### config.mk
export PLATFORM = sky130hd
export DESIGN_NAME = seven_seg_scanner_flat
export DESIGN_NICKNAME = d
export VERILOG_FILES = /design/src/rtl/seven_seg_if.sv /design/src/rtl/seven_seg_scanner.sv /design/src/flat_wrapper.sv
export SDC_FILE = /design/constraint.sdc
export NUM_CORES = 1
export LEC_CHECK = 0
export CORE_ASPECT_RATIO = 0.6
export CORE_MARGIN = 3
export CORE_UTILIZATION = 40
export DETAILED_ROUTE_END_ITERATION = 6
export PLACE_DENSITY = 0.6
export RECOVER_POWER = 100
export SYNTH_ARGS = -nofsm -noshare
export SYNTH_HDL_FRONTEND = slang
export SYNTH_SLANG_ARGS = --single-unit
### constraint.sdc
create_clock -name clk -period 8.2 [get_ports clk]
set_clock_uncertainty 0.05 [all_clocks]
set_input_delay 1.64 -clock clk [delete_from_list [all_inputs] [get_ports clk]]
set_output_delay 1.64 -clock clk [all_outputs]
set_load 0.03 [all_outputs]
### src/rtl/seven_seg_if.sv
// seven_seg_if
//   Bundles the digit data coming from the counter stage with the
//   multiplexed display drive going out to the LED module.
//
//   bcd_in      [15:0] digit3..digit0, [3:0] is the rightmost digit
//   dp_in       [3:0]  decimal point request, bit i belongs to digit i
//   lz_blank           1 = suppress leading zeros
//   display     [6:0]  segments a..g (bit0=a), active-low
//   dp                 decimal point, active-low
//   digit_sel   [3:0]  common-anode enables, active-low
//   frame_start        one-cycle pulse when a new frame begins
//
//   master : the side that supplies digits and receives the drive (counter / bench)
//   slave  : the scanner itself
interface seven_seg_if;
    logic [15:0] bcd_in;
    logic [3:0]  dp_in;
    logic        lz_blank;
    logic [6:0]  display;
    logic        dp;
    logic [3:0]  digit_sel;
    logic        frame_start;

    modport master (
        output bcd_in, dp_in, lz_blank,
        input  display, dp, digit_sel, frame_start
    );

    modport slave (
        input  bcd_in, dp_in, lz_blank,
        output display, dp, digit_sel, frame_start
    );
endinterface

### src/rtl/seven_seg_scanner.sv
// seven_seg_scanner
//   Time-multiplexes four BCD digits onto one shared active-low 7-segment
//   bus with four active-low common-anode selects. Each digit slot lasts
//   SLOT_CYCLES clocks and begins with BLANK_CYCLES clocks of all-off to
//   avoid ghosting. The inputs are snapshotted at the start of each frame
//   so a value never tears across digits. Optional leading-zero blanking.
//
//   clk   system clock
//   rst   synchronous, active-high reset
//   bus   seven_seg_if.slave (digit inputs in, segment/anode drive out)
module seven_seg_scanner #(
    parameter int SLOT_CYCLES  = 50000,  // clocks per digit slot, >= 2
    parameter int BLANK_CYCLES = 2000    // blank clocks at slot start, < SLOT_CYCLES
) (
    input  logic        clk,
    input  logic        rst,
    seven_seg_if.slave  bus
);

    localparam int CNT_W = (SLOT_CYCLES > 2) ? $clog2(SLOT_CYCLES) : 1;

    localparam logic [CNT_W-1:0] CNT_LAST  = CNT_W'(SLOT_CYCLES - 1);
    localparam logic [CNT_W-1:0] BLANK_END = CNT_W'(BLANK_CYCLES);
    // Snapshot window is at least one cycle wide even with no blanking.
    localparam logic [CNT_W-1:0] SNAP_END  = CNT_W'((BLANK_CYCLES > 0) ? BLANK_CYCLES : 1);

    localparam logic [6:0] SEG_OFF  = 7'h7F;
    localparam logic [6:0] SEG_DASH = 7'h3F;

    typedef enum logic {
        PH_BLANK,
        PH_SHOW
    } phase_t;

    function automatic logic [6:0] seg_decode(input logic [3:0] value);
        case (value)
            4'd0:    seg_decode = 7'h40;
            4'd1:    seg_decode = 7'h79;
            4'd2:    seg_decode = 7'h24;
            4'd3:    seg_decode = 7'h30;
            4'd4:    seg_decode = 7'h19;
            4'd5:    seg_decode = 7'h12;
            4'd6:    seg_decode = 7'h02;
            4'd7:    seg_decode = 7'h78;
            4'd8:    seg_decode = 7'h00;
            4'd9:    seg_decode = 7'h10;
            default: seg_decode = SEG_DASH;
        endcase
    endfunction

    // Current scan position and frame snapshot.
    logic [CNT_W-1:0] cnt;
    logic [1:0]       idx;
    logic [15:0]      sh_bcd;
    logic [3:0]       sh_dp;
    logic             sh_lz;

    // Post-edge values; outputs are decoded from these so they line up
    // with the state they describe on the same edge.
    logic [CNT_W-1:0] cnt_nxt;
    logic [1:0]       idx_nxt;
    logic [15:0]      sh_bcd_nxt;
    logic [3:0]       sh_dp_nxt;
    logic             sh_lz_nxt;
    phase_t           phase_nxt;
    logic [3:0]       digit_val;
    logic             suppress;
    logic [6:0]       display_nxt;
    logic             dp_nxt;
    logic [3:0]       digit_sel_nxt;
    logic             frame_start_nxt;
    logic             snap;
    logic             wrap;
    logic [3:0]       is_zero;
    logic [3:0]       lead_zero;

    always_comb begin
        // NOTE: every signal gets a default before any branch, so no path
        // leaves one unassigned and no latch is inferred.
        cnt_nxt         = cnt;
        idx_nxt         = idx;
        wrap            = (cnt == CNT_LAST);
        frame_start_nxt = 1'b0;

        if (rst) begin
            cnt_nxt = '0;
            idx_nxt = '0;
        end else begin
            cnt_nxt = wrap ? '0 : cnt + 1'b1;
            idx_nxt = wrap ? idx + 2'd1 : idx;
            frame_start_nxt = wrap && (idx == 2'd3);
        end

        // Snapshot while the first slot of the frame is still dark; reset
        // lands in (0,0), which is always inside the window.
        snap       = (idx_nxt == 2'd0) && (cnt_nxt < SNAP_END);
        sh_bcd_nxt = snap ? bus.bcd_in   : sh_bcd;
        sh_dp_nxt  = snap ? bus.dp_in    : sh_dp;
        sh_lz_nxt  = snap ? bus.lz_blank : sh_lz;

        for (int i = 0; i < 4; i++) begin
            is_zero[i] = (sh_bcd_nxt[4*i +: 4] == 4'd0);
        end
        // A digit is a leading zero when it and every digit left of it are 0.
        lead_zero[3] = is_zero[3];
        lead_zero[2] = is_zero[2] && lead_zero[3];
        lead_zero[1] = is_zero[1] && lead_zero[2];
        lead_zero[0] = 1'b0;

        digit_val = sh_bcd_nxt[{idx_nxt, 2'b00} +: 4];
        suppress  = sh_lz_nxt && lead_zero[idx_nxt];

        phase_nxt = (!rst && (cnt_nxt >= BLANK_END)) ? PH_SHOW : PH_BLANK;

        display_nxt   = SEG_OFF;
        dp_nxt        = 1'b1;
        digit_sel_nxt = 4'hF;
        if (phase_nxt == PH_SHOW) begin
            digit_sel_nxt = ~(4'b0001 << idx_nxt);
            display_nxt   = suppress ? SEG_OFF : seg_decode(digit_val);
            dp_nxt        = ~sh_dp_nxt[idx_nxt];
        end
    end

    // The snapshot is loaded from the inputs on reset rather than cleared,
    // so the first frame after reset already shows live data.
    always_ff @(posedge clk) begin
        // NOTE: all state here uses non-blocking assignments so every
        // register samples pre-edge values, independent of statement order.
        cnt             <= cnt_nxt;
        idx             <= idx_nxt;
        sh_bcd          <= sh_bcd_nxt;
        sh_dp           <= sh_dp_nxt;
        sh_lz           <= sh_lz_nxt;
        bus.display     <= display_nxt;
        bus.dp          <= dp_nxt;
        bus.digit_sel   <= digit_sel_nxt;
        bus.frame_start <= frame_start_nxt;
    end

endmodule

### src/flat_wrapper.sv
// flat-port wrapper written by rule: the top's interface ports become plain ports
module seven_seg_scanner_flat 
#(
    parameter int SLOT_CYCLES  = 50000,                                
    parameter int BLANK_CYCLES = 2000                                                
)
  (clk, rst, bus_bcd_in, bus_dp_in, bus_lz_blank, bus_display, bus_dp, bus_digit_sel, bus_frame_start);
  seven_seg_if bus_i ();
  input  logic clk;
  input  logic rst;
  input wire logic [$bits(bus_i.bcd_in)-1:0] bus_bcd_in;
  input wire logic [$bits(bus_i.dp_in)-1:0] bus_dp_in;
  input wire logic [$bits(bus_i.lz_blank)-1:0] bus_lz_blank;
  output wire logic [$bits(bus_i.display)-1:0] bus_display;
  output wire logic [$bits(bus_i.dp)-1:0] bus_dp;
  output wire logic [$bits(bus_i.digit_sel)-1:0] bus_digit_sel;
  output wire logic [$bits(bus_i.frame_start)-1:0] bus_frame_start;
  assign bus_i.bcd_in = bus_bcd_in;
  assign bus_i.dp_in = bus_dp_in;
  assign bus_i.lz_blank = bus_lz_blank;
  assign bus_display = bus_i.display;
  assign bus_dp = bus_i.dp;
  assign bus_digit_sel = bus_i.digit_sel;
  assign bus_frame_start = bus_i.frame_start;
  seven_seg_scanner #(.SLOT_CYCLES(SLOT_CYCLES), .BLANK_CYCLES(BLANK_CYCLES)) u_core (.clk(clk), .rst(rst), .bus(bus_i));
endmodule
==> reports/metrics.yaml <==
setup_viol: 0
synthMuxAreaShare: 0.04963
cts_resized: 0
crit_path_end_kind: "register"
synthAdderAreaFrac: 0.03277
design_area_sq_um: 3097
grt_pass1_wl_mm: 10.07
numCtsBuffers: 5
grt_pass1_vias: 1992
cap_violations: 0
cp_max_fo: 20
synth_cell_type_count: 55
cts.sinks: 52
fp.coreArea_sq_um: 6276
hold_viol_final: 0
path_cells: "dlygate4sd3_1, or2_0, o211ai_1, clkbuf_1, a211oi_1, or2_2, ha_1, nand2_1, o21ai_1, o21ai_0"
final.setup.tns_ps: 0
cts_buffer_depth: 2
gp_congestion: 0.8360
ys_ff_latch: 52
yosys.area_share.simple: 0.2870
placed_cells: 418
synthArstFlopShare: 0
critPathKind: "input port to register"
placed_cell_area_sq_um: 3020
instances_no_fill: 426
grt_max_degree: 27
io_pins: 36
hpwl_mm: 4.630
io_buffers: 35
final_util: 0.4934
maxSlewViolCount: 0
seq_area_frac_synth: 0.3895
outcome: "complete, no violations"
initial_core_util: 0.4258
chipHeight_microns: 69.32
area_growth_pct: 15.87
powerDensity_nw_per_um2: 145.7
track_usage: 0.1567
critPathLaunchType: "input port"
root_buffer: "clkbuf_8"
synth_xor_area_frac: 0.05243
layout-drive-gt1-share: 0.05263
hold_class: "register to register"
fin_crit_sh: 0.6113
wl_mm: 6.056
max_slew_margin: 0.3777
via_count: 2192
ys_top_cells_by_count: "nand2_1 (69), dfxtp_1 (52), nor2_1 (27)"
critical_path.max_stage_delay_ps: 700
synth_top_cell_by_area: "dfxtp_1"
syn_avg_cell_area_sq_um: 8.378
critPathSlowestCell: "dlygate4sd3_1"
dieArea_sq_um: 7730
ys.flop_type: "dfxtp_1"
h-tree-depth: 2
power_leakage_uw: 0.001209
max_freq_mhz: 199.5
drtAntennaViolNets: 0
ir_drop_uv: 69.29
rsz0062_at_grt: "false"
grt-ovfl-total: 0
antenna_found_initial: 0
n_antenna_cell: 0
placementRows: 22
cts.clk_slew.worst_paths_ps: 90
insertion_delay_ps: 300
drtPass1Iterations: 4
ys_top_cells_by_area: "dfxtp_1 (39%), nand2_1 (9.7%), nor2_1 (3.8%), xnor2_1 (3.6%), ha_1 (3.3%)"
synth_edf_count: 0
tightest_slew_ps: 933.5
cts_tree: "done"
viasPerCell: 5.146
synth_cells: 319
cts_setup_buffers: 0
drcViolationCount: 0
synth_fp_nets: 349
worstPathArrival_ps: 5190
yosysMostFrequentCell: "nand2_1"
cp_data_required_time_ps: 8380
synth_top_area_share: 0.3895
syn_area_sq_um: 2673
post-route-min-period_ps: 5013
synth_top_family_by_area: "simple AND/OR/NAND/NOR gates"
die_width_microns: 111.5
hold_buffers: 0
synth_compound_area_frac: 0.1301
wire_per_inst_microns: 14.22
drt-initial-drc-count: 154
synth_warnings: 0
fin_nets: 371
worst max-delay path: cells and delay by family:
kind | cells | cell delay (ps)
buffers and inverters | 2 | 1400
and+or+nand+nor | 3 | 1090
adders and majority gates | 1 | 320
AOI/OAI and AO/OA | 4 | 750
cell families (layout without fill, tap and decap cells):
kind of cell	Yosys count	count (layout)
muxes	12	12
DFF	52	52
adders and majority gates	7	7
and+or+nand+nor	153	153
buffers and inverters	32	55
xor gates and xnor gates	16	16
AOI/OAI and AO/OA	47	47
metal layers:
metal  track usage  routed length (microns)
met5             0                        0
met1        0.2668                     3435
met3       0.03487                      503
met2        0.1931                     2092
met4       0.02429                       25
cell usage in the layout, fill, tap and decap left out, types with 3 or more instances in the layout:
master / n
o21ai_0: 11
xnor2_1: 11
nand2b_1: 4
nand4_1: 4
and4_1: 4
nand3_1: 6
nor3_1: 4
a21oi_1: 5
xor2_1: 5
a21o_1: 3
nand2_1: 69
mux2i_1: 8
o22ai_1: 5
a211oi_1: 3
clkbuf_8: 6
nor2_1: 27
and3_1: 4
ha_1: 7
dfxtp_1: 52
dlygate4sd3_1: 14
nor2b_1: 4
nor4_1: 8
inv_1: 10
nor4bb_1: 3
clkdlybuf4s50_1: 21
worst paths after layout:
kind,start,end,slack [ps],depth (start not counted)
hold / removal,u_core.sh_dp[3],u_core.sh_dp[3],400,2
setup / recovery,rst,u_core.bus.display[3],3190,10
setup reg to reg,u_core.cnt[0],u_core.bus.display[5],3850,12
hold reg to reg,u_core.sh_dp[3],u_core.sh_dp[3],400,2
per-stage QoR:
| step | hold WS [ps] | total power (uW) | setup WS, ps |
|---|---|---|---|
| floorplan | 363.6 | 287.8 | 4644 |
| global placement | 379.3 | 303.5 | 3584 |
| finish | 398.4 | 451.3 | 3187 |
| detailed placement | 384.7 | 303.8 | 3497 |
| global route | 422.0 | 469.8 | 2880 |
| CTS | 399.6 | 455.7 | 3800 |
report_power, final:
part           total [uW]  switching, uW  internal (uW)
registers             266           6.76            259
logic                31.6           14.3           17.4
clock network         154           84.8           68.8
total                 451            106            345
state kept, by name (all words and copies together) (netlist names):
name and cells:
u_core.sh_lz 1, u_core.idx 2, u_core.sh_dp 4, u_core.bus.frame_start 1, u_core.cnt 16, u_core.bus.display 7
u_core.bus.dp 1, u_core.bus.digit_sel 4, u_core.sh_bcd 16
layout make-up:
type | instances | area (sq um)
fill | 652 | 3179
multi-input combinational | 235 | 1461
clock buffer | 7 | 86.33
timing repair buffer | 36 | 354.1
sequential | 52 | 1041
clock inverter | 1 | 7.507
tap | 84 | 105.1
inverter | 11 | 41.29
Note: power is estimated with default switching activity, not from simulation.
